<file path="config.mk">
export PLATFORM = sky130hd
export DESIGN_NAME = lcd_cfah_ctrl
export DESIGN_NICKNAME = d
export VERILOG_FILES = /design/src/rtl/lcd_cfah_pkg.sv /design/src/rtl/lcd_cfah_bus_cycle.sv /design/src/rtl/lcd_cfah_ctrl.sv
export SDC_FILE = /design/constraint.sdc
export NUM_CORES = 1
export LEC_CHECK = 0
export ABC_AREA = 1
export BUFFER_PORTS_ARGS = -buffer_cell sky130_fd_sc_hd__buf_2
export CAP_MARGIN = 40
export CORE_MARGIN = 3
export CORE_UTILIZATION = 54
export CTS_BUF_LIST = sky130_fd_sc_hd__clkbuf_8
export CTS_CLUSTER_DIAMETER = 60
export DETAILED_ROUTE_END_ITERATION = 10
export GPL_TIMING_DRIVEN = 1
export PLACE_DENSITY = 0.79
export SETUP_SLACK_MARGIN = 0.05
export SLEW_MARGIN = 20
export SYNTH_ARGS = -nofsm -noshare
export SYNTH_HDL_FRONTEND = slang
export SYNTH_HIERARCHICAL = 1
export SYNTH_SLANG_ARGS = --single-unit
</file>
<file path="constraint.sdc">
create_clock -name clk -period 2.45 [get_ports clk]
set_input_delay 0.1225 -clock clk [delete_from_list [all_inputs] [get_ports clk]]
set_output_delay 0.1225 -clock clk [all_outputs]
set_load 0.005 [all_outputs]
</file>
<file path="src/rtl/lcd_cfah_pkg.sv">
// Shared types and default timing for the CFAH character-LCD controller.
// Imported by the bus-cycle engine and the top-level sequencer.
package lcd_cfah_pkg;

    typedef enum logic [3:0] {
        IDLE,
        SETUP,
        PULSE,
        HOLD,
        BF_SETUP,
        BF_PULSE,
        BF_HOLD,
        BF_GAP,
        DONE
    } t_lcd_state;

    localparam logic C_LCD_ST_OK      = 1'b0;
    localparam logic C_LCD_ST_TIMEOUT = 1'b1;

    localparam int C_T_AS      = 2;
    localparam int C_T_PW      = 12;
    localparam int C_T_H       = 2;
    localparam int C_T_GAP     = 8;
    localparam int C_MAX_POLLS = 255;

    function automatic int f_max4(input int a, input int b,
                                  input int c, input int d);
        int m;
        m = a;
        if (b > m) m = b;
        if (c > m) m = c;
        if (d > m) m = d;
        return m;
    endfunction

endpackage

</file>
<file path="src/rtl/lcd_cfah_bus_cycle.sv">
// One LCD bus transaction: optional idle gap, then setup, EN pulse, hold.
// A new start may be chained in the final hold cycle without a bubble.
module lcd_cfah_bus_cycle
    import lcd_cfah_pkg::*;
#(
    parameter int G_T_AS  = C_T_AS,
    parameter int G_T_PW  = C_T_PW,
    parameter int G_T_H   = C_T_H,
    parameter int G_T_GAP = C_T_GAP
) (
    input  logic       clk,
    input  logic       rst,
    input  logic       start,
    input  logic       gap,
    input  logic       rs,
    input  logic       rw,
    input  logic [7:0] wdata,
    output logic       done,
    output logic [7:0] rdata,
    output logic       lcd_rs,
    output logic       lcd_rw,
    output logic       lcd_en,
    output logic [7:0] lcd_data,
    output logic       lcd_data_oe,
    input  logic [7:0] lcd_din
);

    localparam int C_TMAX = f_max4(G_T_AS, G_T_PW, G_T_H, G_T_GAP);
    localparam int TW     = (C_TMAX > 1) ? $clog2(C_TMAX) : 1;

    t_lcd_state    phase, phase_n;
    logic [TW-1:0] tmr, tmr_n;
    logic          rs_n, rw_n, en_n, oe_n, load;
    logic [7:0]    data_n, rdata_n;

    always_ff @(posedge clk or posedge rst) begin
        if (rst) begin
            phase       <= IDLE;
            tmr         <= '0;
            lcd_rs      <= 1'b0;
            lcd_rw      <= 1'b1;
            lcd_en      <= 1'b0;
            lcd_data    <= 8'h00;
            lcd_data_oe <= 1'b0;
            rdata       <= 8'h00;
        end else begin
            phase       <= phase_n;
            tmr         <= tmr_n;
            lcd_rs      <= rs_n;
            lcd_rw      <= rw_n;
            lcd_en      <= en_n;
            lcd_data    <= data_n;
            lcd_data_oe <= oe_n;
            rdata       <= rdata_n;
        end
    end

    always_comb begin
        phase_n = phase;
        tmr_n   = tmr;
        rs_n    = lcd_rs;
        rw_n    = lcd_rw;
        en_n    = lcd_en;
        data_n  = lcd_data;
        oe_n    = lcd_data_oe;
        rdata_n = rdata;
        done    = 1'b0;
        load    = 1'b0;
        unique case (phase)
            IDLE: load = start;
            BF_GAP:
                if (tmr == '0) begin
                    phase_n = SETUP;
                    tmr_n   = TW'(G_T_AS - 1);
                end else begin
                    tmr_n = tmr - TW'(1);
                end
            SETUP:
                if (tmr == '0) begin
                    en_n    = 1'b1;
                    phase_n = PULSE;
                    tmr_n   = TW'(G_T_PW - 1);
                end else begin
                    tmr_n = tmr - TW'(1);
                end
            PULSE:
                if (tmr == '0) begin
                    en_n    = 1'b0;
                    rdata_n = lcd_din;
                    phase_n = HOLD;
                    tmr_n   = TW'(G_T_H - 1);
                end else begin
                    tmr_n = tmr - TW'(1);
                end
            HOLD:
                if (tmr == '0) begin
                    done    = 1'b1;
                    oe_n    = 1'b0;
                    rw_n    = 1'b1;
                    phase_n = IDLE;
                    load    = start;
                end else begin
                    tmr_n = tmr - TW'(1);
                end
            default: phase_n = IDLE;
        endcase
        // Pins change only while EN is low: in IDLE or at the end of HOLD.
        if (load) begin
            rs_n = rs;
            rw_n = rw;
            oe_n = !rw;
            if (!rw) data_n = wdata;
            if (gap) begin
                phase_n = BF_GAP;
                tmr_n   = TW'(G_T_GAP - 1);
            end else begin
                phase_n = SETUP;
                tmr_n   = TW'(G_T_AS - 1);
            end
        end
    end

endmodule

</file>
<file path="src/rtl/lcd_cfah_ctrl.sv">
// HD44780-style LCD controller: runs one user cycle, then polls the
// busy flag after writes until it clears or the poll budget runs out.
module lcd_cfah_ctrl
    import lcd_cfah_pkg::*;
#(
    parameter int G_T_AS      = C_T_AS,
    parameter int G_T_PW      = C_T_PW,
    parameter int G_T_H       = C_T_H,
    parameter int G_T_GAP     = C_T_GAP,
    parameter int G_MAX_POLLS = C_MAX_POLLS,
    parameter int G_POLL_EN   = 1
) (
    input  logic       clk,
    input  logic       rst,
    input  logic       i_start,
    input  logic       i_rs,
    input  logic       i_rw,
    input  logic [7:0] i_wdata,
    output logic       o_busy,
    output logic       o_done,
    output logic [7:0] o_rdata,
    output logic       o_status,
    output logic       o_lcd_rs,
    output logic       o_lcd_rw,
    output logic       o_lcd_en,
    output logic [7:0] o_lcd_data,
    output logic       o_lcd_data_oe,
    input  logic [7:0] i_lcd_data
);

    t_lcd_state  state, state_n;
    logic        busy_n, done_n, status_n, rw_q, rw_n;
    logic [7:0]  rdata_n;
    logic [15:0] npoll, npoll_n;

    logic        cyc_start, cyc_gap, cyc_rs, cyc_rw, cyc_done;
    logic [7:0]  cyc_wdata, cyc_rdata;

    lcd_cfah_bus_cycle #(
        .G_T_AS  (G_T_AS),
        .G_T_PW  (G_T_PW),
        .G_T_H   (G_T_H),
        .G_T_GAP (G_T_GAP)
    ) u_bus (
        .clk         (clk),
        .rst         (rst),
        .start       (cyc_start),
        .gap         (cyc_gap),
        .rs          (cyc_rs),
        .rw          (cyc_rw),
        .wdata       (cyc_wdata),
        .done        (cyc_done),
        .rdata       (cyc_rdata),
        .lcd_rs      (o_lcd_rs),
        .lcd_rw      (o_lcd_rw),
        .lcd_en      (o_lcd_en),
        .lcd_data    (o_lcd_data),
        .lcd_data_oe (o_lcd_data_oe),
        .lcd_din     (i_lcd_data)
    );

    always_ff @(posedge clk or posedge rst) begin
        if (rst) begin
            state    <= IDLE;
            o_busy   <= 1'b0;
            o_done   <= 1'b0;
            o_rdata  <= 8'h00;
            o_status <= C_LCD_ST_OK;
            npoll    <= 16'd0;
            rw_q     <= 1'b0;
        end else begin
            state    <= state_n;
            o_busy   <= busy_n;
            o_done   <= done_n;
            o_rdata  <= rdata_n;
            o_status <= status_n;
            npoll    <= npoll_n;
            rw_q     <= rw_n;
        end
    end

    always_comb begin
        state_n   = state;
        busy_n    = o_busy;
        done_n    = 1'b0;
        rdata_n   = o_rdata;
        status_n  = o_status;
        npoll_n   = npoll;
        rw_n      = rw_q;
        cyc_start = 1'b0;
        cyc_gap   = 1'b0;
        cyc_rs    = 1'b0;
        cyc_rw    = 1'b1;
        cyc_wdata = i_wdata;
        unique case (state)
            IDLE:
                if (i_start) begin
                    cyc_start = 1'b1;
                    cyc_rs    = i_rs;
                    cyc_rw    = i_rw;
                    rw_n      = i_rw;
                    busy_n    = 1'b1;
                    state_n   = SETUP;
                end
            SETUP:
                if (cyc_done) begin
                    if (rw_q) rdata_n = cyc_rdata;
                    if (!rw_q && G_POLL_EN != 0) begin
                        cyc_start = 1'b1;
                        npoll_n   = 16'd0;
                        state_n   = BF_SETUP;
                    end else begin
                        state_n  = DONE;
                        done_n   = 1'b1;
                        busy_n   = 1'b0;
                        status_n = C_LCD_ST_OK;
                    end
                end
            BF_SETUP:
                if (cyc_done) begin
                    if (!cyc_rdata[7]) begin
                        state_n  = DONE;
                        done_n   = 1'b1;
                        busy_n   = 1'b0;
                        status_n = C_LCD_ST_OK;
                    end else if (npoll + 16'd1 == 16'(G_MAX_POLLS)) begin
                        state_n  = DONE;
                        done_n   = 1'b1;
                        busy_n   = 1'b0;
                        status_n = C_LCD_ST_TIMEOUT;
                    end else begin
                        npoll_n   = npoll + 16'd1;
                        cyc_start = 1'b1;
                        cyc_gap   = 1'b1;
                    end
                end
            DONE: state_n = IDLE;
            default: state_n = IDLE;
        endcase
    end

endmodule

</file>
# After elaboration in Yosys (flattened, before gate mapping)
# Index checks and enable logic that the tools add are counted.
[op_classes]
add_sub_neg = 2
n_mul = 0
n_div = 0
order_cmp = 0
n_eq_ne = 23
n_shift = 0
muxes = 65
bitwise_logic = 1
n_reduce_logical = 23
[ops]
columns = ["operator", "count"]
rows = [
  ["16-bit 2-to-1 mux", 5],
  ["4-bit 2-to-1 mux", 15],
  ["1-bit 2-to-1 mux", 34],
  ["16-bit case mux with 2 select lines", 1],
  ["4-bit case mux with 3 select lines", 2],
  ["4-bit case mux with 5 select lines", 1],
  ["16-bit by 1-bit adder with 16-bit output (second input constant)", 1],
  ["16-bit by 8-bit == test with 1-bit output (second input constant)", 1],
  ["4-bit logical NOT", 3],
  ["2-bit inequality test (second input constant)", 6],
  ["3-bit by 1-bit inequality test with 1-bit output (second input constant)", 4],
  ["6-bit AND reduction", 2],
  ["2-bit AND reduction", 5],
  ["5-bit AND reduction", 2],
  ["4-bit by 1-bit == test with 1-bit output (second input constant)", 2],
  ["4-bit by 2-bit == test with 1-bit output (second input constant)", 2],
  ["4-bit by 3-bit == test with 1-bit output (second input constant)", 2],
  ["2-bit by 1-bit inequality test with 1-bit output (second input constant)", 4],
  ["1-bit case mux with 2 select lines", 4],
  ["2-bit nonzero test", 4],
  ["1-bit case mux with 3 select lines", 2],
  ["3-bit AND reduction", 2],
  ["4-bit AND reduction", 1],
  ["4-bit nonzero test", 1],
  ["8 further kinds", 8],
]
[totals]
regBits = 60
latchBits = 0
ramBits = 0
rom_bits = 0
input_bits = 21
out_inout_bits = 23
wordCells = 129
memories = 0

# Logic depth before layout (Yosys ltp)
# Gate-level depths: netlist of run 1.
[logic_depth]
word_depth = 10
mapped_depth = 21

# By module
# The synthesis of run 1 kept the hierarchy.
[by_module_without_submodules]
columns = ["mod", "instances", "cells_each", "area_per_inst_um2", "seq_area_each_um2"]
rows = [
  ["lcd_cfah_ctrl", 1, 240, 1779.2, 775.7],
  ["lcd_cfah_bus_cycle", 1, 168, 1345.0, 676.9],
]

# Least setup slack after synthesis of run 1
# OpenSTA, ideal clock, no wires.
[synth_path]
path_kind = "register to register"
from = "register npoll[1]"
to = "register u_bus.lcd_data_oe"
setup_time_ps = 131
arrival_ps = 2600
required_time_ps = 2319
setup_slack_ps = -281
stages_incl_launch_ff = 21
n_path_buf = 3
path_cell_list = "dfrtp_1 > ha_1 > nand3_2 > nor2_2 > nand2_1 > nand2_1 > nand2_1 > nor2_1 > nand2_1 > nor2_1 > nand2_2 > nand3_4 > buf_4 > nand3_1 > nand3_1 > inv_1 > nor2_2 > or2_1 > buf_6 > buf_8 > o21ai_0"
[synth_between]
elab_chain_len = 10
[synth_lines]
columns = ["element", "line_no", "text"]
rows = [
  ["start, declared", "lcd_cfah_ctrl.sv:34", "logic [15:0] npoll, npoll_n;"],
  ["start signal, assigned", "lcd_cfah_ctrl.sv:77", "npoll <= npoll_n;"],
  ["16-bit by 1-bit adder with 16-bit output (*)", "lcd_cfah_ctrl.sv:126", "end else if (npoll + 16'd1 == 16'(G_MAX_POLLS)) begin"],
  ["16-bit by 8-bit == test with 1-bit output (*)", "lcd_cfah_ctrl.sv:126", ""],
  ["1-bit 2-to-1 mux (*)", "lcd_cfah_ctrl.sv:126", ""],
  ["1-bit 2-to-1 mux (*)", "lcd_cfah_ctrl.sv:121", "if (!cyc_rdata[7]) begin"],
  ["1-bit 2-to-1 mux (*)", "lcd_cfah_ctrl.sv:120", "if (cyc_done) begin"],
  ["1-bit case mux with 3 select lines (*)", "lcd_cfah_ctrl.sv:95", "unique case (state)"],
  ["via cyc_start", "lcd_cfah_ctrl.sv:36", "logic cyc_start, cyc_gap, cyc_rs, cyc_rw, cyc_done;"],
  ["1-bit 2-to-1 mux", "lcd_cfah_bus_cycle.sv:96", "if (tmr == '0) begin"],
  ["1-bit case mux with 2 select lines (*)", "lcd_cfah_bus_cycle.sv:69", "unique case (phase)"],
  ["2-bit nonzero test (no line)", "n/a", ""],
  ["2-bit AND reduction (no line)", "n/a", ""],
  ["end signal, assigned", "lcd_cfah_bus_cycle.sv:53", "lcd_data_oe <= oe_n;"],
  ["end, declared", "lcd_cfah_bus_cycle.sv:24", "output logic lcd_data_oe,"],
]
# The timed path passes the listed nets; every way through them passes the cells marked *.
# A chain may end at the register's enable or synchronous reset.

# Worst setup path in the final report of run 1
[layout_path]
from = "register npoll[1]"
to = "register u_bus.lcd_data[5]"
[layout_between]
elab_chain_len = 9
[layout_lines]
columns = ["element", "line_no", "text"]
rows = [
  ["16-bit by 1-bit adder with 16-bit output (*)", "lcd_cfah_ctrl.sv:126", ""],
  ["16-bit by 8-bit == test with 1-bit output (*)", "lcd_cfah_ctrl.sv:126", ""],
  ["1-bit 2-to-1 mux (*)", "lcd_cfah_ctrl.sv:126", ""],
  ["1-bit 2-to-1 mux (*)", "lcd_cfah_ctrl.sv:121", ""],
  ["1-bit 2-to-1 mux (*)", "lcd_cfah_ctrl.sv:120", ""],
  ["1-bit case mux with 3 select lines (*)", "lcd_cfah_ctrl.sv:95", ""],
  ["via cyc_start", "lcd_cfah_ctrl.sv:36", ""],
  ["1-bit 2-to-1 mux", "lcd_cfah_bus_cycle.sv:96", ""],
  ["1-bit case mux with 2 select lines (*)", "lcd_cfah_bus_cycle.sv:69", ""],
  ["2-bit AND reduction (no line) (*)", "n/a", ""],
  ["end signal, assigned", "lcd_cfah_bus_cycle.sv:52", "lcd_data <= data_n;"],
  ["end, declared", "lcd_cfah_bus_cycle.sv:23", "output logic [7:0] lcd_data,"],
]
# Marked as above.

==> run metrics, run 1 <==
max-slew violations=0; Placed Cells=531; Async SR Flop Fraction=1.00; nets@finish=518; Port Buf Inserts=43; post-synthesis sequential area ratio=0.465; Peak supply drop=662 uV; Slew HR=0.683; die area=6730 sq um; Reg clk slew, reported paths=0.07 ns; final hold viol count=0; Post-synth EDFFs=0; Max FO, Critical Path=9; hold crit path type=in2reg; DRT iter0 DRCs=160; post-route minimum period=2.43 ns; clock sink count=58; crit path max-delay cell type=dfrtp_2; first-pass GRT wire length=11,700 microns; Least-Margin Pin Slew=0.474 ns; synthesis-to-finish area growth=29.0%; vias in the first global route=2,720; cell area after synthesis=3120 sq um; Routed wire per std cell=12.9 microns; final clock skew=0.00918 ns; H-tree Lvls=3; Mean Syn Cell Area=7.66 sq um; core area=5540 sq um; Max Buffers Root-to-Sink=2; Crit. End Element=register; Vias/cell=5.15; pwr/cell area=863 nW/um^2; fillers=453; via count=2,931; post-route cell area=4030 sq um; most used cell, CP=nand3_4; Post-Syn Nets=433; WP data required=2.68 ns; area occupied by multi-input gates=1560 sq um; DRT antenna net count=0; crit share post-route=0.990; Starting Density=0.564; WS Path Type=reg2reg; CP peak stage delay=0.46 ns; CP startpoint kind=register; Clock Tree Root=clkbuf_8; final cell count without fillers=569; worst slack at placement=-0.00411 ns; P_leak=2.20 nW; Final HPWL DP=4930 microns; setup ws final=0.0233 ns; standard-cell row count=27; Largest delay share family, worst path=simple AND/OR/NAND/NOR gates; top_reg_cell synth=dfrtp_1; Total GRT Usage=0.228; CTS tree=built; CP bufs+invs=1; CTS Buf Count=9; share of layout cells above drive strength 1=0.306; setup_tns=0 ns; Die Ht=82.1 microns; number of remaining DRC errors=0; Worst Hold Slack=0.0243 ns; largest net degree at the start of global routing=32; Initial DRT Pass Iterations=5; max frequency=0.412 GHz; status=complete, no violations; Ys Warns=6; Die X=82.1 microns; CP Data Arrival Time=2.66 ns; crit path cell chain=ha_4, or2_2, nand2_1, nor2_1, nand3_1, nor2_1, nand2_1, nor2_2, nand2_2, nand3_4, nand3_4, nand3_4, nor2_4, nor2_4, or2_4, buf_12, nand2_2, o21ai_2; initial antenna violation count=0; Sequential Area=1460 sq um; Seq cells post-synth=58; Yosys cell types=31; total power=3.48 mW; grt ovf=0; antenna fix cells=0; final setup fails=0; drt total wl=7340 microns; RSZ-0062 raised after global routing=true; worst skew pair latency=0.34 ns; synthesized instance count=408; routability cong.=0.852; I/O pin total=44; Placed Area=3560 sq um; Max-Cap Viols=0; fin util=0.727
metal layers:
metal | vias up | wire length, microns | track usage
li1 | 1442 | - | -
met1 | 1398 | 3090 | 0.271
met2 | 74 | 3750 | 0.385
met3 | 17 | 364 | 0.0614
met4 | 0 | 141 | 0.101
met5 | - | 0 | 0
timing repair:
item / 4_1_cts / 5_1_grt
gates resized for setup: 7 / 25
buffers inserted: 9 / 5
hold endpoints to repair: 65 / 0
gates cloned: 0 / 1
pin swaps: 7 / 9
setup endpoints to repair: 13 / 33
hold buffers: 9 / 0
logic make-up (layout without fill, tap and decap cells):
| group | after synthesis | in the layout | share of synthesized area |
|---|---|---|---|
| DFF | 58 | 58 | 0.465 |
| and+or+nand+nor | 251 | 251 | 0.350 |
| buffers and inverters | 60 | 149 | 0.0825 |
| xor gates and xnor gates | 4 | 4 | 0.0112 |
| AOI/OAI and AO/OA | 24 | 24 | 0.0501 |
| muxes | 7 | 7 | 0.0252 |
| adders and majority gates | 4 | 4 | 0.0160 |
final cells by class:
cell class	count	area share
clock buffer	10	0.0342
clock inverter	5	0.00776
inverter	54	0.0512
multi-input combinational	290	0.387
timing repair buffer	80	0.135
tap	72	0.0224
sequential	58	0.362
worst paths after layout:
check | start | to | slack (ns) | depth (start not counted)
worst max register to register | npoll[1] | u_bus/lcd_data[5] | 0.02 | 18
min in group asynchronous | rst | u_bus/rdata[3] | 0.43 | 4
max in group asynchronous | rst | npoll[6] | 1.67 | 4
worst max-delay path | npoll[1] | u_bus/lcd_data[5] | 0.02 | 18
worst min-delay path | i_wdata[6] | u_bus/lcd_data[6] | 0.02 | 3
worst min register to register | u_bus/rdata[2] | u_bus/rdata[2] | 0.47 | 2
cells in the mapped netlist, types with 4 or more instances:
cell type	count	area [sq um]
xor2_1	4	35.0
o21ai_2	9	78.8
dfrtp_1	57	1430
ha_1	4	50.1
nor2_2	4	25.0
nand3_1	35	175
o21ai_0	11	55.1
inv_1	51	191
mux2_2	7	78.8
nand2_1	156	586
nand4_1	8	50.1
nor2_1	31	116
power by group:
group	switching [mW]	leakage, nW	internal, mW	total, mW
clock network	0.366	0.0879	0.384	0.750
registers	0.189	0.755	1.25	1.43
logic	0.739	1.36	0.554	1.29
total	1.29	2.20	2.18	3.48
layout by cell type, fill, tap and decap left out, types with 4 or more instances in the layout:
cell	synthesis	layout
buf_4	1	26
inv_2	1	5
dfrtp_2	0	4
nor2_1	31	27
inv_1	51	47
nor2_4	3	8
clkbuf_8	0	10
o21ai_2	9	9
nand3_4	1	4
buf_2	0	43
mux2_2	7	7
nand4_1	8	8
nand2_2	3	14
nand3_1	35	31
clkinv_2	0	4
dlygate4sd3_1	0	9
o21ai_0	11	9
nand2_1	156	144
dfrtp_1	57	53
worst min-delay path, cell delays in order:
cell,delay [ns]
buf_2,0.09
inv_1,0.06
o21ai_2,0.05
flip-flops by register name, indices dropped and copies added, names as in the netlist, 3 cells and up:
register        flops
u_bus/rdata         8
u_bus/phase         3
npoll              16
state               3
u_bus/lcd_data      8
u_bus/tmr           4
o_rdata             8
Note: power is estimated with default switching activity, not from simulation.
==> run 2, diff against run 1 <==
--- a/config.mk
+++ b/config.mk
@@ -15,6 +15,7 @@
 export DETAILED_ROUTE_END_ITERATION = 10
 export GPL_TIMING_DRIVEN = 1
 export PLACE_DENSITY = 0.79
+export REMOVE_ABC_BUFFERS = 1
 export SETUP_SLACK_MARGIN = 0.05
 export SLEW_MARGIN = 20
 export SYNTH_ARGS = -nofsm -noshare
==> run 2 against run 1 <==
Register-to-register slack got worse by 0.02 ns. Fmax down 0.91%. Clock skew down 0.0022 ns. First-iteration DRC count is 4.4% lower. Die area is the same. Count of clock-buffer cells in the layout shrank 1. Non-clock buffer count grew 8. Utilization rose by 1.4 points. Critical endpoint is now u_bus/lcd_data[4].
==> run metrics, run 2 (synthesized netlist as in run 1, its figures left out) <==
Total GRT Usage=0.229; nets@finish=526; DRT iter0 DRCs=153; standard-cell row count=27; fin util=0.741; final hold viol count=0; initial antenna violation count=0; Port Buf Inserts=43; pwr/cell area=848 nW/um^2; Max Buffers Root-to-Sink=2; max frequency=0.408 GHz; Final HPWL DP=4950 microns; routability cong.=0.833; final setup fails=0; CTS Buf Count=9; Die X=82.1 microns; Max FO, Critical Path=8; Reg clk slew, reported paths=0.07 ns; most frequent cells in the layout=nand2_1 (138), dfrtp_1 (54), inv_1 (48); crit share post-route=1.00; Routed wire per std cell=13.4 microns; Max-Cap Viols=0; Clock Tree Root=clkbuf_8; Crit. End Element=register; Placed Area=3520 sq um; via count=2,978; max reg flops=16; P_leak=2.23 nW; share of layout cells above drive strength 1=0.337; register with the most flip-flops=npoll; H-tree Lvls=3; setup ws final=0.00105 ns; most common cell after layout, fill and taps aside=nand2_1; max-slew violations=0; Initial DRT Pass Iterations=4; WS Path Type=reg2reg; CP startpoint kind=register; status=complete, no violations; Die Ht=82.1 microns; post-route minimum period=2.45 ns; Slew HR=0.712; hold crit path type=in2reg; Starting Density=0.564; largest net degree at the start of global routing=32; vias in the first global route=2,745; R2R Setup Slk=0.001 ns; Vias/cell=5.16; core area=5540 sq um; drt total wl=7720 microns; CP Data Arrival Time=2.68 ns; worst slack at placement=-0.117 ns; total power=3.48 mW; final clock skew=0.00698 ns; WP data required=2.69 ns; number of remaining DRC errors=0; die area=6730 sq um; RSZ-0062 raised after global routing=true; antenna fix cells=0; Peak supply drop=554 uV; post-route cell area=4110 sq um; synthesis-to-finish area growth=31.5%; worst skew pair latency=0.34 ns; first-pass GRT wire length=11,800 microns; grt ovf=0; Worst Hold Slack=0.00422 ns; Least-Margin Pin Slew=0.429 ns; CTS tree=built; clock sink count=58; DRT antenna net count=0; I/O pin total=44
[run 2: cell count changes in the layout (fill, tap and decap cells not counted), sizes merged]
| cell | delta |
|---|---|
| clkinvlp | +1 |
| buf | +11 |
| clkbuf | -1 |
| dlygate4sd3 | -3 |
[run 2: through the flow]
stage | TNS (ns) | instances
2_1_floorplan | -3.71 | 402
6_report | 0 | 577
5_1_grt | -1.60 | 577
4_1_cts | 0 | 562
3_5_place_dp | -1.18 | 535
3_3_place_gp | 0 | 535
[run 2: critical path: stages, from the launching register on]
cell and delay, ns:
dfrtp_1 0.42, nand2_2 0.10, nor2_4 0.16, nand3_2 0.12, nor2_2 0.14, xor2_1 0.25, nor2_2 0.07, nand2_2 0.09
nand3_4 0.08, nand3_4 0.09, nand3_2 0.10, nor2_2 0.13, nor2_2 0.06, or2_4 0.28, buf_12 0.15, nand2_2 0.06
o21ai_2 0.05
[run 2: timing repair]
item                       CTS  global route
gates resized for setup     16            44
buffers inserted             6            14
setup endpoints to repair   17            27
hold buffers                 6             0
cloned                       0             1
hold endpoints to repair    62             0
pin swaps                    6            28
[run 2: layout make-up]
class,instances,area (sq um)
fill,418,1430
inverter,54,208
clock buffer,9,124
clock inverter,6,35.0
tap,72,90.1
multi-input combinational,290,1580
sequential,58,1460
timing repair buffer,88,617
[run 2: where the power goes]
group | total, mW | switching, mW | internal, mW | leakage (nW)
logic | 1.29 | 0.735 | 0.551 | 1.39
registers | 1.44 | 0.198 | 1.24 | 0.757
clock network | 0.754 | 0.401 | 0.353 | 0.0806
[run 2: per-layer routing]
layer  wire, microns  global-route usage  up-vias
met5               0                   0        -
met4              73              0.0963        0
met3             362              0.0384        7
met2            3990               0.393       83
met1            3300               0.283     1426
li1                -                   -     1462
[run 2: path summary, 6_finish.rpt]
| kind | from | to | cells past startpoint |
|---|---|---|---|
| worst max-delay path | npoll[6] | u_bus/lcd_data[4] | 16 |
| worst min-delay path | i_lcd_data[4] | u_bus/rdata[4] | 3 |
| worst max register to register | npoll[6] | u_bus/lcd_data[4] | 16 |
| worst min register to register | u_bus/rdata[4] | u_bus/rdata[4] | 2 |
| max in group asynchronous | rst | npoll[2] | 4 |
| min in group asynchronous | rst | u_bus/tmr[1] | 4 |
==> run 3, diff against run 2 <==
==> constraint.sdc (replaced) <==
create_clock -name clk -period 2.45 [get_ports clk]
set_input_delay 0.245 -clock clk [delete_from_list [all_inputs] [get_ports clk]]
set_output_delay 0.245 -clock clk [all_outputs]
set_load 0.005 [all_outputs]
==> run 3 against run 2 <==
Non-clock buffer count decreased by 5. Critical endpoint is now u_bus/lcd_data[0]. Global-route usage is 0.46 points lower. Design area is 1.2% lower. Power fell by 0.53%. Sequential cell count did not move.
==> run metrics, run 3 (synthesized netlist as in run 1, its figures left out) <==
Least-Margin Pin Slew=0.439 ns; max-slew violations=0; routability cong.=0.833; Worst Hold Slack=0.117 ns; CP Data Arrival Time=2.68 ns; number of remaining DRC errors=0; DR WL met2=3890 microns; Initial DRT Pass Iterations=5; Placed Area=3520 sq um; register with the most flip-flops=npoll; Die X=82.1 microns; area occupied by multi-input gates=1580 sq um; Max-Cap Viols=0; Sequential Area=1460 sq um; vias in the first global route=2,701; Clock Tree Root=clkbuf_8; share of layout cells above drive strength 1=0.340; nets@finish=521; initial antenna violation count=0; first-pass GRT wire length=11,500 microns; most common cell after layout, fill and taps aside=nand2_1; via count=2,959; largest net degree at the start of global routing=32; CTS tree=built; Reg clk slew, reported paths=0.07 ns; top layer in use=met4; Critical Path Sink=u_bus/lcd_data[0]; most frequent cells in the layout=nand2_1 (138), dfrtp_1 (54), inv_1 (48); synthesis-to-finish area growth=29.9%; fin util=0.732; final cell count without fillers=572; final hold viol count=0; RSZ-0062 raised after global routing=true; antenna fix cells=0; CP startpoint kind=register; core area=5540 sq um; Max Buffers Root-to-Sink=2; CP Launch Point=npoll[6]; Slew HR=0.707; Crit. End Element=register; WP data required=2.68 ns; Starting Density=0.564; fillers=425; WS Path Type=reg2reg; H-tree Lvls=3; post-route cell area=4060 sq um; reg2reg start=npoll[6]; P_leak=2.21 nW; grt ovf=0; DRT antenna net count=0; Met3 Wirelength=441 microns; Port Buf Inserts=43; crit share post-route=0.998; worst skew pair latency=0.34 ns; Vias/cell=5.17; Peak supply drop=549 uV; die area=6730 sq um; pwr/cell area=854 nW/um^2; clock sink count=58; Placed Cells=535; Max FO, Critical Path=8; standard-cell row count=27; Total GRT Usage=0.224; Reg-to-Reg End=u_bus/lcd_data[0]; Routed wire per std cell=13.2 microns; Worst R2R Path Depth=16; hold path cells=3; Die Ht=82.1 microns; R2R Setup Slk=0.005 ns; metal1 wirelength=3140 microns; max frequency=0.409 GHz; DRT iter0 DRCs=131; drt total wl=7550 microns; post-route minimum period=2.44 ns; final setup fails=0; I/O pin total=44; final clock skew=0.0102 ns; CTS Buf Count=9; Final HPWL DP=4950 microns; hold crit path type=in2reg; status=complete, no violations; max reg flops=16
[run 3: cell count changes in the layout (fill, tap and decap cells not counted)]
cell and delta:
dlygate4sd3_1 -5
[run 3: final cells by class]
| class | count | area share |
|---|---|---|
| Multi-Input combinational cell | 290 | 0.389 |
| Sequential cell | 58 | 0.359 |
| Timing Repair Buffer | 83 | 0.140 |
| Inverter | 54 | 0.0512 |
| Clock buffer | 9 | 0.0305 |
| Tap cell | 72 | 0.0222 |
| Clock inverter | 6 | 0.00863 |
[run 3: critical path, cell delays in order (launching register included)]
cell and delay [ns]:
dfrtp_1 0.42, nand2_2 0.10, nor2_4 0.16, nand3_2 0.12
nor2_2 0.14, xor2_1 0.24, nor2_2 0.07, nand2_2 0.09
nand3_4 0.08, nand3_4 0.09, nand3_2 0.10, nor2_2 0.13
nor2_2 0.06, or2_4 0.28, buf_12 0.15, nand2_1 0.07
o21ai_2 0.05
[run 3: routing by layer]
layer | vias up | GRT usage
met5 | - | 0
met4 | 0 | 0.0963
met3 | 11 | 0.0384
met2 | 114 | 0.383
met1 | 1382 | 0.279
li1 | 1452 | -
[run 3: worst min path at each step]
| stage | startpoint | end | slack [ns] |
|---|---|---|---|
| floorplan | rst | u_bus/lcd_data[0] | 0.30 |
| global placement | rst | u_bus/tmr[1] | 0.33 |
| detailed placement | rst | u_bus/tmr[1] | 0.35 |
| CTS | i_lcd_data[5] | u_bus/rdata[5] | 0.11 |
| global route | i_lcd_data[5] | u_bus/rdata[5] | 0.12 |
| finish | i_lcd_data[5] | u_bus/rdata[5] | 0.12 |
[run 3: repair_timing]
action,4_1_cts,5_1_grt
buffers inserted,6,14
setup endpoints to repair,17,27
hold endpoints to repair,16,0
gates resized for setup,16,44
gates cloned,0,1
pin swaps,6,28
hold buffers,1,0
[run 3: report_power, final]
group,switching (mW),total (mW),leakage (nW),internal [mW]
clock,0.396,0.749,0.0806,0.353
sequential,0.195,1.44,0.757,1.24
combinational,0.730,1.28,1.37,0.546
[run 3: per-stage QoR]
step                worst slack, ns  power [mW]  setup TNS [ns]
floorplan                    -0.412        2.19           -3.71
global placement             0.0237        2.53               0
detailed placement           -0.117        2.59           -1.18
CTS                          0.0521        3.35               0
global route                 -0.142        3.72           -1.63
finish                      0.00503        3.46               0
